[src/rtl/aska_spi_master.sv]
// rtl/aska_spi_master.sv - write-only SPI mode-0 master that sends 40-bit address+data frames to ASKA
module aska_spi_master #(
  parameter int CLK_DIV  = 1,
  parameter int CS_LEAD  = 4,
  parameter int CS_TRAIL = 4,
  parameter int CS_GAP   = 20
) (
  input  logic        clk,
  input  logic        reset_l,
  input  logic        cmd_valid,
  output logic        cmd_ready,
  input  logic [7:0]  cmd_addr,
  input  logic [31:0] cmd_data,
  input  logic        abort,
  output logic        busy,
  output logic        done,
  output logic        aborted,
  output logic        SPI_CS,
  output logic        SPI_Clk,
  output logic        SPI_MOSI
);

  typedef enum logic [2:0] {
    S_IDLE,
    S_LEAD,
    S_LOW,
    S_HIGH,
    S_TRAIL,
    S_GAP
  } state_t;

  localparam int TW = 16;
  localparam logic [TW-1:0] LEAD_T  = TW'(CS_LEAD - 1);
  localparam logic [TW-1:0] HALF_T  = TW'(CLK_DIV - 1);
  localparam logic [TW-1:0] TRAIL_T = TW'(CS_TRAIL - 1);
  localparam logic [TW-1:0] GAP_T   = (CS_GAP > 0) ? TW'(CS_GAP - 1) : '0;

  state_t        state_q, state_d;
  logic [TW-1:0] tmr_q, tmr_d;
  logic [39:0]   shreg_q, shreg_d;
  logic [5:0]    cnt_q, cnt_d;
  logic          abt_q, abt_d;
  logic          cs_q, cs_d;
  logic          sclk_q, sclk_d;
  logic          busy_q, busy_d;
  logic          done_q, done_d;
  logic          aborted_q, aborted_d;
  logic          ready_q, ready_d;

  // MOSI is the top of the shift register, which is cleared whenever the frame leaves the bit phases
  assign SPI_MOSI  = shreg_q[39];
  assign SPI_CS    = cs_q;
  assign SPI_Clk   = sclk_q;
  assign busy      = busy_q;
  assign done      = done_q;
  assign aborted   = aborted_q;
  assign cmd_ready = ready_q;

  // Next-state logic for the frame sequencer and all registered outputs
  always_comb begin
    state_d   = state_q;
    tmr_d     = tmr_q;
    shreg_d   = shreg_q;
    cnt_d     = cnt_q;
    abt_d     = abt_q;
    cs_d      = cs_q;
    sclk_d    = sclk_q;
    busy_d    = busy_q;
    done_d    = 1'b0;
    aborted_d = aborted_q;
    case (state_q)
      S_IDLE: begin
        // abort is deliberately not looked at here, even in the handshake cycle
        if (cmd_valid) begin
          shreg_d   = {cmd_addr, cmd_data};
          cnt_d     = 6'd40;
          abt_d     = 1'b0;
          aborted_d = 1'b0;
          cs_d      = 1'b0;
          busy_d    = 1'b1;
          tmr_d     = LEAD_T;
          state_d   = S_LEAD;
        end
      end
      S_LEAD, S_LOW: begin
        if (abort) begin
          abt_d   = 1'b1;
          shreg_d = '0;
          tmr_d   = TRAIL_T;
          state_d = S_TRAIL;
        end else if (tmr_q == '0) begin
          tmr_d   = HALF_T;
          if (state_q == S_LEAD) begin
            state_d = S_LOW;
          end else begin
            sclk_d  = 1'b1;
            state_d = S_HIGH;
          end
        end else begin
          tmr_d = tmr_q - TW'(1);
        end
      end
      S_HIGH: begin
        // an abort here is remembered so the high phase is never cut short
        abt_d = abt_q | abort;
        if (tmr_q == '0) begin
          sclk_d = 1'b0;
          cnt_d  = cnt_q - 6'd1;
          if (abt_d || cnt_d == 6'd0) begin
            shreg_d = '0;
            tmr_d   = TRAIL_T;
            state_d = S_TRAIL;
          end else begin
            shreg_d = {shreg_q[38:0], 1'b0};
            tmr_d   = HALF_T;
            state_d = S_LOW;
          end
        end else begin
          tmr_d = tmr_q - TW'(1);
        end
      end
      S_TRAIL: begin
        if (tmr_q == '0) begin
          cs_d      = 1'b1;
          done_d    = 1'b1;
          aborted_d = abt_q;
          if (CS_GAP == 0) begin
            busy_d  = 1'b0;
            state_d = S_IDLE;
          end else begin
            tmr_d   = GAP_T;
            state_d = S_GAP;
          end
        end else begin
          tmr_d = tmr_q - TW'(1);
        end
      end
      S_GAP: begin
        if (tmr_q == '0) begin
          busy_d  = 1'b0;
          state_d = S_IDLE;
        end else begin
          tmr_d = tmr_q - TW'(1);
        end
      end
      default: begin
        state_d = S_IDLE;
      end
    endcase
    ready_d = (state_d == S_IDLE);
  end

  // State and output registers; reset forces chip select high at once
  always_ff @(posedge clk or negedge reset_l) begin
    if (!reset_l) begin
      state_q   <= S_IDLE;
      tmr_q     <= '0;
      shreg_q   <= '0;
      cnt_q     <= '0;
      abt_q     <= 1'b0;
      cs_q      <= 1'b1;
      sclk_q    <= 1'b0;
      busy_q    <= 1'b0;
      done_q    <= 1'b0;
      aborted_q <= 1'b0;
      ready_q   <= 1'b1;
    end else begin
      state_q   <= state_d;
      tmr_q     <= tmr_d;
      shreg_q   <= shreg_d;
      cnt_q     <= cnt_d;
      abt_q     <= abt_d;
      cs_q      <= cs_d;
      sclk_q    <= sclk_d;
      busy_q    <= busy_d;
      done_q    <= done_d;
      aborted_q <= aborted_d;
      ready_q   <= ready_d;
    end
  end

endmodule

[config.mk]
export PLATFORM = sky130hd
export DESIGN_NAME = aska_spi_master
export DESIGN_NICKNAME = d
export VERILOG_FILES = /design/src/rtl/aska_spi_master.sv
export SDC_FILE = /design/constraint.sdc
export NUM_CORES = 1
export LEC_CHECK = 0
export ABC_AREA = 1
export BUFFER_PORTS_ARGS = -buffer_cell sky130_fd_sc_hd__buf_4
export CAP_MARGIN = 20
export CORE_MARGIN = 3
export CORE_UTILIZATION = 59
export CTS_CLUSTER_SIZE = 30
export DETAILED_ROUTE_END_ITERATION = 6
export GPL_TIMING_DRIVEN = 0
export PLACE_DENSITY = 0.81
export REMOVE_ABC_BUFFERS = 1
export SLEW_MARGIN = 20
export SYNTH_ARGS = -nofsm -noshare
export SYNTH_HDL_FRONTEND = slang
export SYNTH_SLANG_ARGS = --single-unit
[constraint.sdc]
create_clock -name clk -period 2.35 [get_ports clk]
set_input_delay 0.47 -clock clk [delete_from_list [all_inputs] [get_ports clk]]
set_output_delay 0.47 -clock clk [all_outputs]
set_load 0.02 [all_outputs]
==> run_results.csv <==
group,metric,value,unit
critical_path,crit_slowest_cell,"dfrtp_2",
die,fp.dieArea,8210,µm²
grt,antenna_found_initial,0,
power_and_ir_drop,p_total,2.59,mW
synth,synthesis.instances,597,
place,dp_worst_setup_slack,-909,ps
clock_tree,cts_buffer_depth,2,
sta,relSlewSlack,39.0,%
worst_hold_path,hp-class,"input pin to async pin",
die,die_y,90.6,µm
detailed_routing,drc_errors,0,
sta,hold_viol,0,
detailed_routing,ant_nets,0,
sta,setup_slack,160,ps
die,die_x,90.6,µm
layout,multi_input_area,2080,µm²
power_and_ir_drop,p_per_area,511,nW/µm²
die,ios,51,
synth,synth_top_cell_by_area,"dfrtp_1",
critical_path,worst-path-buf-inv,2,
grt,track_usage,24.9,%
place,postPlaceCellArea,4700,µm²
status,outcome,"completed",
sta,fin_setup_tns,0,ps
place,dp_cells,717,
clock_tree,cts-root-buf,"clkbuf_8",
synth,yosysSeqAreaShare,42.7,%
critical_path,cpPeakStageDelay,480,ps
clock_tree,hold_buffers,0,
clock_tree,cts_buffers,9,
place,hpwlAfterDp,6.36,mm
detailed_routing,first_pass_iters,5,
layout,syn2layout_area_growth,19.9,%
detailed_routing,avgRoutedWirePerCell,14.5,µm
layout,drive_above_1_share,15.2,%
synth,synthDominantCellAreaShare,41.5,%
sta,fmax,457,MHz
layout,post-route-util,73.8,%
grt,grt_start_max_net_pins,73,
die,initial_core_util,61.5,%
sta,fin_crit_sh,93.2,%
synth,ys_warn_count,0,
clock_tree,cts.sinks,72,
sta,final.min_clock_period,2190,ps
detailed_routing,vias,4176,
synth,ys_ff_latch,72,
clock_tree,clkLatencyLatePin,360,ps
power_and_ir_drop,ir_drop,352,µV
critical_path,worstReg2RegStart,"state_q[1]",
critical_path,crit_fanout,43,
synth,ys_top_cells_by_area,"dfrtp_1, nor2_1, a21oi_1",
critical_path,cp_top_family,"simple AND/OR/NAND/NOR gates",
critical_path,cp-startpoint,"state_q[1]",
sta,worstMarginPinSlew,915,ps
critical_path,crit_required,2570,ps
synth,syn_area,4230,µm²
layout,antenna_cells,0,
place,place.gp.congestion,0.905,
grt,gr-total-overflow,0,
clock_tree,cts.clk_slew.worst_paths,80,ps
sta,setup_viol,0,
die,core_area,6870,µm²
grt,grt_pass1_wl,17.1,mm
layout,final_cell_mix,"nor2_1, a21oi_1, nand2_1",
power_and_ir_drop,leakagePower,2.49,nW
synth,synth_cell_types,33,
layout,final_common_cell,"nor2_1",
sta,slew_viol_final,0,
layout,final_area,5070,µm²
critical_path,crit_arrival,2410,ps
synth,postSynthAreaPerCell,7.08,µm²
place,io_buffers,50,
critical_path,start_kind,"register",
detailed_routing,drtIter0Drc,345,
clock_tree,cts_tree,"built",
grt,first_global_vias,3774,
sta,whs,240,ps
flow_run,cap_violations,0,
critical_path,cp_cell_sequence,"nor2_4 -> nor2_4 -> buf_16 -> nand2_2 -> nor2_2 -> nor2_1 -> nand2_1 -> bufinv_16 -> nand2_8 -> nor2_1 -> a21oi_1",
clock_tree,htreeDepth,3,
layout,nNetsFinal,683,
layout,fin_cells,736,
die,rows,30,
critical_path,endpoint_kind,"register",
layout,fillers,518,
detailed_routing,routed_wirelength,10.7,mm
sta,fin_worst_skew,20.6,ps
critical_path,crit_type,"register to register",
detailed_routing,vias_per_cell,5.67,
layout,final-seq-area,1810,µm²
-- cells by family (layout without fill, tap and decap cells) --
group | count (synthesis) | count (layout) | share of synthesized area, %
XOR/XNOR | 8 | 8 | 1.66
adder cells (fa/ha/maj) | 4 | 4 | 1.18
buffers and inverters | 111 | 152 | 10.6
flip-flops | 72 | 72 | 42.7
AO/OA/AOI/OAI | 108 | 108 | 13.2
AND/OR/NAND/NOR | 294 | 296 | 30.7
-- path summary, 6_finish.rpt --
path | to | slack [ps] | cells past startpoint
worst max-delay path | shreg_q[18] | 160 | 11
worst min-delay path | cnt_q[3] | 240 | 1
worst max register to register | shreg_q[18] | 160 | 11
worst min register to register | SPI_CS | 470 | 2
max in group asynchronous | state_q[1] | 1470 | 1
min in group clk | shreg_q[0] | 410 | 3
-- sequential cells by signal (all words and copies together) (netlist names) --
register   flops
SPI_CS         1
SPI_Clk        1
aborted        1
abt_q          1
busy           1
cmd_ready      1
cnt_q          6
done           1
shreg_q       40
state_q        3
tmr_q         16
-- layer usage --
| layer | track usage (%) | part of all wire, % |
|---|---|---|
| met4 | 6.51 | 0.99 |
| met1 | 34.1 | 43 |
| met5 | 0 | 0 |
| met3 | 4.58 | 6.4 |
| met2 | 40.8 | 50 |
-- layout make-up --
cell class | instances | share of cell area [%]
multi-input combinational | 416 | 41.1
clock buffer | 11 | 2.79
clock inverter | 5 | 2.05
tap | 96 | 2.37
timing repair buffer | 55 | 9.58
inverter | 81 | 6.52
sequential | 72 | 35.6
-- worst register-to-register path: stages (launching register included) --
cell	delay, ps
dfrtp_2	480
nor2_4	210
nor2_4	80
buf_16	170
nand2_2	120
nor2_2	70
nor2_1	80
nand2_1	90
bufinv_16	320
nand2_8	180
nor2_1	160
a21oi_1	110
-- synth_stat cells --
cell type    n
o22ai_1      1
nand3b_1     1
a22oi_1      1
o31ai_1      3
o21ai_0     10
nor3_2       1
nand2_1     83
buf_4        4
or2_0        1
nand3_1     20
or2_2        1
ha_1         4
buf_2        6
dfrtp_1     70
nor2_2       4
clkbuf_1    18
nand4_1     47
o21ai_1      1
o211ai_1     1
dfstp_2      2
nor4_1       1
xnor2_1      3
nand2_2      4
a21oi_1     90
buf_6        1
inv_1       76
nand3_2      1
xor2_1       5
nor2_1     124
buf_1        1
o21bai_1     1
inv_2        5
nor3_1       6
-- power breakdown --
| group | internal (mW) | switching [mW] |
|---|---|---|
| Clock | 0.735 | 0.482 |
| Sequential | 1.24 | 0.00180 |
| Combinational | 0.0644 | 0.0652 |
| Total | 2.04 | 0.549 |
-- repair_timing --
action                     4_1_cts  5_1_grt
gates cloned                     0        2
setup endpoints to repair       57       57
buffers inserted                 1        0
pin swaps                        2        2
resized for setup               10        8
(Power assumes the default switching activity.)
